**config.mk**
```make
export PLATFORM = sky130hd
export DESIGN_NAME = buzz_alarm
export DESIGN_NICKNAME = d
export VERILOG_FILES = /design/src/rtl/buzz_pkg.sv /design/src/rtl/sync_rise.sv /design/src/rtl/buzz_alarm.sv
export SDC_FILE = /design/constraint.sdc
export NUM_CORES = 1
export LEC_CHECK = 0
export BUFFER_PORTS_ARGS = -buffer_cell sky130_fd_sc_hd__buf_2
export CAP_MARGIN = 0
export CELL_PAD_IN_SITES_DETAIL_PLACEMENT = 2
export CELL_PAD_IN_SITES_GLOBAL_PLACEMENT = 2
export CORE_MARGIN = 10
export CORE_UTILIZATION = 28
export DETAILED_ROUTE_END_ITERATION = 8
export PLACE_DENSITY_LB_ADDON = 0.05
export SLEW_MARGIN = 20
export SYNTH_ARGS = -nofsm -noshare
export SYNTH_HDL_FRONTEND = slang
export SYNTH_SLANG_ARGS = --single-unit
```
**constraint.sdc**
```tcl
create_clock -name clk50mhz -period 2.7 [get_ports clk50mhz]
set_input_delay 0.135 -clock clk50mhz [delete_from_list [all_inputs] [get_ports clk50mhz]]
set_output_delay 0.135 -clock clk50mhz [all_outputs]
set_load 0.005 [all_outputs]
```
**src/rtl/buzz_pkg.sv**
```systemverilog
// buzz_pkg: shared defaults, state type and width helpers for the buzzer driver
package buzz_pkg;
   localparam int CLK_HZ_DEF = 50_000_000;
   localparam int TONE_HZ_DEF = 1000;
   localparam int BEEP_SECS_DEF = 5;
   typedef enum logic {IDLE, BEEP} state_t;
   function automatic int clog2(input int v);
      int r;
      r = 0;
      while ((1 << r) < v) r++;
      return r;
   endfunction
   function automatic int width_of(input int v);
      return (clog2(v) < 1) ? 1 : clog2(v);
   endfunction
   function automatic int half(input int clk_hz, input int tone_hz);
      return clk_hz / (2 * tone_hz);
   endfunction
endpackage

```
**src/rtl/sync_rise.sv**
```systemverilog
// sync_rise: two-flop synchronizer with a third flop for rising-edge detection
module sync_rise
   import buzz_pkg::*;
(
   input  logic clk,
   input  logic rst,
   input  logic d,
   output logic level,
   output logic rise
);
   logic s1, s2, s3;
   // shift the asynchronous input through the synchronizer and edge flop
   always_ff @(posedge clk or posedge rst)
      if (rst) {s1, s2, s3} <= 3'b000;
      else {s1, s2, s3} <= {d, s1, s2};
   assign level = s2;
   assign rise = s2 & ~s3;
endmodule

```
**src/rtl/buzz_alarm.sv**
```systemverilog
// buzz_alarm: alarm buzzer driver; optional BUZZ_PULSE_EN gates the tone with clk1hz for a beep-beep pattern
module buzz_alarm
   import buzz_pkg::*;
#(
   parameter int CLK_HZ = CLK_HZ_DEF,
   parameter int TONE_HZ = TONE_HZ_DEF,
   parameter int BEEP_SECS = BEEP_SECS_DEF
) (
   input  logic clk50mhz,
   input  logic rst,
   input  logic clk1hz,
   input  logic beepen,
   output logic b_eep
);
   localparam int HALF = half(CLK_HZ, TONE_HZ);
   localparam int CW = width_of(HALF);
   localparam int RW = width_of(BEEP_SECS + 1);
   localparam logic [CW-1:0] CNT_MAX = CW'(HALF - 1);
   localparam logic [RW-1:0] REM_LOAD = RW'(BEEP_SECS);
   localparam logic [RW-1:0] REM_ONE = RW'(1);
   state_t state;
   logic [RW-1:0] remaining;
   logic [CW-1:0] cnt, cnt_nx;
   logic phase, phase_nx, wrap, gate;
   logic b_level, b_rise, c_level, c_rise;
   sync_rise u_beep (.clk(clk50mhz), .rst, .d(beepen), .level(b_level), .rise(b_rise));
   sync_rise u_tick (.clk(clk50mhz), .rst, .d(clk1hz), .level(c_level), .rise(c_rise));
`ifdef BUZZ_PULSE_EN
   logic unused_level;
   assign gate = c_level;
   assign unused_level = b_level;
`else
   logic unused_levels;
   assign gate = 1'b1;
   assign unused_levels = b_level ^ c_level;
`endif
   // free-running tone divider step: wrap at HALF-1 and flip the phase
   always_comb begin
      wrap = cnt == CNT_MAX;
      cnt_nx = wrap ? '0 : cnt + CW'(1);
      phase_nx = wrap ? ~phase : phase;
   end
   // session control: start/reload beats ticks, last tick silences the buzzer on the same edge
   always_ff @(posedge clk50mhz or posedge rst)
      if (rst) begin
         state <= IDLE;
         remaining <= '0;
         cnt <= '0;
         phase <= 1'b0;
         b_eep <= 1'b0;
      end else if (b_rise) begin
         state <= BEEP;
         remaining <= REM_LOAD;
         if (state == IDLE) begin
            cnt <= '0;
            phase <= 1'b1;
            b_eep <= gate;
         end else begin
            cnt <= cnt_nx;
            phase <= phase_nx;
            b_eep <= phase_nx & gate;
         end
      end else if (state == BEEP) begin
         if (c_rise && remaining == REM_ONE) begin
            state <= IDLE;
            remaining <= '0;
            cnt <= '0;
            phase <= 1'b0;
            b_eep <= 1'b0;
         end else begin
            if (c_rise) remaining <= remaining - REM_ONE;
            cnt <= cnt_nx;
            phase <= phase_nx;
            b_eep <= phase_nx & gate;
         end
      end
endmodule

```
==> metrics.md <==
| Metric | Value |
|---|---|
| Status | completed |
| Compound-Gate Fraction of Synth Area | 18.7% |
| I/O pin cnt | 5 |
| DIE WIDTH | 91.4 um |
| Comb power frac | a little under a quarter |
| Post-Synth Simple-Gate Area | between 20% and 30% |
| Post-Syn Area | ~0.0014 mm2 |
| Unrepaired setup endpoints after global routing | no |
| WL final | 4200 um |
| Startpoint type of the worst setup path | flip-flop |
| Psw | approximately 420 uW |
| Crit Path Class | flip-flop to flip-flop |
| Most common cell after layout, fill and taps aside | dfrtp_1 |
| Die ar. | between 0.008 and 0.009 mm2 |
| Most frequent cells in the layout | 26 x dfrtp_1, 15 x a31oi_1, 13 x nand3_1 |
| CTS Buffer Depth | 2 |
| Routed length per placed instance | ~19 um |
| CP max FO | 10 |
| Initial Util | 29.6% |
| Hold buffer count at CTS | 2 |
| Core ar. | approximately 0.0048 mm2 |
| Placed Instances | 209 |
| Hold_sp | u_beep.s1$_DFF_PP0_ |
| Initial antenna violation count | 0 |
| GRT overflow | 0 |
| Initial DRC count | a little over 90 |
| Sw Ratio | 34.8% |
| Post-synthesis mux area share | less than 1% |
| Pleak | 0.000685 uW |
| Synth Register Bits | 26 |
| Pins Over Slew Limit | 0 |
| Detailed-route DRC error count | 0 |
| Int Pwr | slightly below 800 uW |
| Hold Path Class | flip-flop to flip-flop |
| Met3 GRT Util | 1.56% |
| Clk slew on worst S/H paths | roughly 0.10 ns |
| Distinct cells, synth | 41 |
| Met2 usage | 18.0% |
| Row cnt | 25 |
| DIE HEIGHT | around 91 um |
| Cts repair resizes | 0 |
| Worst VDD drop | approximately 330 uV |
| GR Util met1 | about an eighth |
| Largest cells by area after synthesis | dfrtp_1 46%, a31oi_1 6.6%, nand3_1 4.6%, ha_1 2.6%, inv_1 2.6% |
| Share of the synthesized area in the top cell type | 45.6% |
| Total Nets Final | roughly 160 |
| Port Buffers | 4 |
| Clk root buf | clkbuf_8 |
| Clock power frac | around 28% |
| Pin count of the biggest net entering global routing | 27 |
| Power per Cell Area | ~760 mW/mm2 |
| Vias in the first global route | 1309 |
| Filler cells | 563 |
| Rel. slew slack | 47.1% |
| Syn Inst Count | approximately 140 |
| Final period util | between 70% and 80% |
| Global routing's busiest layer | met2 |
| Clk Latency, worst-skew pair | 0.28 ns |
| Synth Area in XOR/XNOR | 0% |
| Post-synthesis adder-cell area fraction | between 2 and 3% |
| Worst R2R Path Depth | 4 |
| Internal reg-to-reg setup slack | 0.65 ns |
| Fmax | slightly below 0.5 GHz |
| Hold Path Sink | u_beep.level$_DFF_PP0_ |
| Dpl hpwl | around 3000 um |
| Share of layout cells above drive strength 1 | 10.7% |
| Reg2reg start | cnt[9]$_DFFE_PP0P_ |
| Largest family of logic cells by synthesized area | simple AND/OR/NAND/NOR gates |
| Placer Congestion | ~0.76 |
| Area Overhead vs Synth | 10.9% |
| Synth area leader | dfrtp_1 |
| Sequential fraction of design power | a little under half |
| Routed Antenna Nets | 0 |
| CP arrival | around 2.2 ns |
| Fin. Hold Viols | 0 |
| Syn_nets | 151 |
| Hold path cells | 0 |
| Vias | between 1000 and 1500 |
| Required @ worst endpoint | roughly 2.8 ns |
| Reg-to-reg endpoint | cnt[2]$_DFFE_PP0P_ |
| Crit end category | flip-flop |
| All-layer global routing usage | 10.5% |
| Final std cells w/o fill | between 200 and 250 |
| Fin Setup TNS | 0 ns |
| Register area | about 650 um2 |
| Setup violators final | 0 |
| CTS tree | done |
| Drt pass-1 iters | 4 |
| Antenna cells | 0 |
| Post-CTS Setup Inserts | 0 |
| Worst slack, placed | 0.669 ns |
| Setup WS post-layout | 0.651 ns |
| CTS buffer count | 3 |
| Post-synthesis sequential area ratio | a little under half |
| Area of the multi-input gates | approximately 680 um2 |
| Fin Clk Skew | about 0.0056 ns |
| Min Tclk post-route | 2.05 ns |
| Syn_area_per_cell | 9.91 um2 |
| Vias/cell | between 5 and 6 |
| Number of synthesis warnings | 0 |
| First-pass GRT wire length | approximately 7200 um |
| # Max-Cap Violations | 0 |
| H-Tree Depth | 1 |
| Worst-Margin Slew | around 0.8 ns |
| CTS Sinks | 26 |
[worst max-delay path: stages, from the launching register on]
cell,delay [ns]
dfrtp_1,0.47
or4b_4,0.61
o41ai_4,0.56
or3_1,0.19
a31oi_1,0.08
[how the worst max path moves through the flow]
stage                             from                   to  slack, ns  cells past startpoint
floorplan           cnt[9]$_DFFE_PP0P_   cnt[1]$_DFFE_PP0P_       0.81                      4
global placement    cnt[9]$_DFFE_PP0P_   cnt[2]$_DFFE_PP0P_       0.67                      4
detailed placement  cnt[9]$_DFFE_PP0P_   cnt[2]$_DFFE_PP0P_       0.67                      4
CTS                 cnt[9]$_DFFE_PP0P_   cnt[2]$_DFFE_PP0P_       0.66                      4
global route        cnt[0]$_DFFE_PP0P_  cnt[13]$_DFFE_PP0P_       0.53                      5
finish              cnt[9]$_DFFE_PP0P_   cnt[2]$_DFFE_PP0P_       0.65                      4
[power by group through the flow]
| stage | clock network, uW | registers (uW) | logic (uW) |
|---|---|---|---|
| floorplan | 0 | 514 | 288 |
| global placement | 0 | 579 | 281 |
| detailed placement | 0 | 588 | 287 |
| CTS | 345 | 578 | 291 |
| global route | 359 | 595 | 327 |
| finish | 338 | 578 | 290 |
[flip-flops by register name (all words and copies together) (netlist names)]
name / count
u_beep.s1: 1
u_tick.s3: 1
u_beep.s3: 1
u_beep.level: 1
remaining: 3
cnt: 15
phase: 1
u_tick.level: 1
state: 1
u_tick.s1: 1
[stage by stage]
stage                     utilization, %  area (um2)  hold WS [ns]  total power [uW]
after floorplan                        -        1430         0.166               802
after global placement              30.7        1480         0.242               860
after detailed placement            30.7        1480         0.248               874
after CTS                           32.6        1570         0.141              1210
after global routing                32.8        1580         0.379              1280
final                               32.8        1580         0.362              1210
[area by class of cell]
class | instances | area share, %
Clock buffer | 3 | 2.61
Clock inverter | 1 | 1.90
Inverter | 10 | 2.37
Multi-Input combinational cell | 101 | 43.0
Sequential cell | 26 | 41.1
Tap cell | 67 | 5.30
Timing Repair Buffer | 8 | 3.64
[per-layer routing]
| layer | routed length (um) | share of wire (%) |
|---|---|---|
| met5 | 0 | 0 |
| met3 | 80 | 1.9 |
| met1 | 2020 | 48 |
| met4 | 24 | 0.57 |
| met2 | 2080 | 49 |
[Yosys cell counts (all sizes together)]
cell type / count
nand4b: 1
and4b: 1
nor3: 4
nand4bb: 1
o22ai: 2
dfrtp: 26
clkbuf: 4
and4: 2
and3: 3
o311a: 2
o2bb2ai: 1
o41ai: 1
a32o: 1
a31oi: 15
nor2b: 2
or2: 1
a41o: 1
or3: 3
o31a: 1
nand3b: 1
o31ai: 1
a21oi: 5
nand4: 5
mux2i: 1
nand3: 13
nor4: 2
inv: 10
and2: 1
or4b: 1
or4: 5
nor2: 7
ha: 3
nand2: 6
buf: 3
o21ai: 4
nand2b: 3
o41a: 1
[cells by family after synthesis]
family	after synthesis
multiplexers	1
AO/OA/AOI/OAI	35
adder cells (fa/ha/maj)	3
buffers and inverters	17
AND/OR/NAND/NOR	62
flip-flops	26
Power figures use the tool's default switching activity.
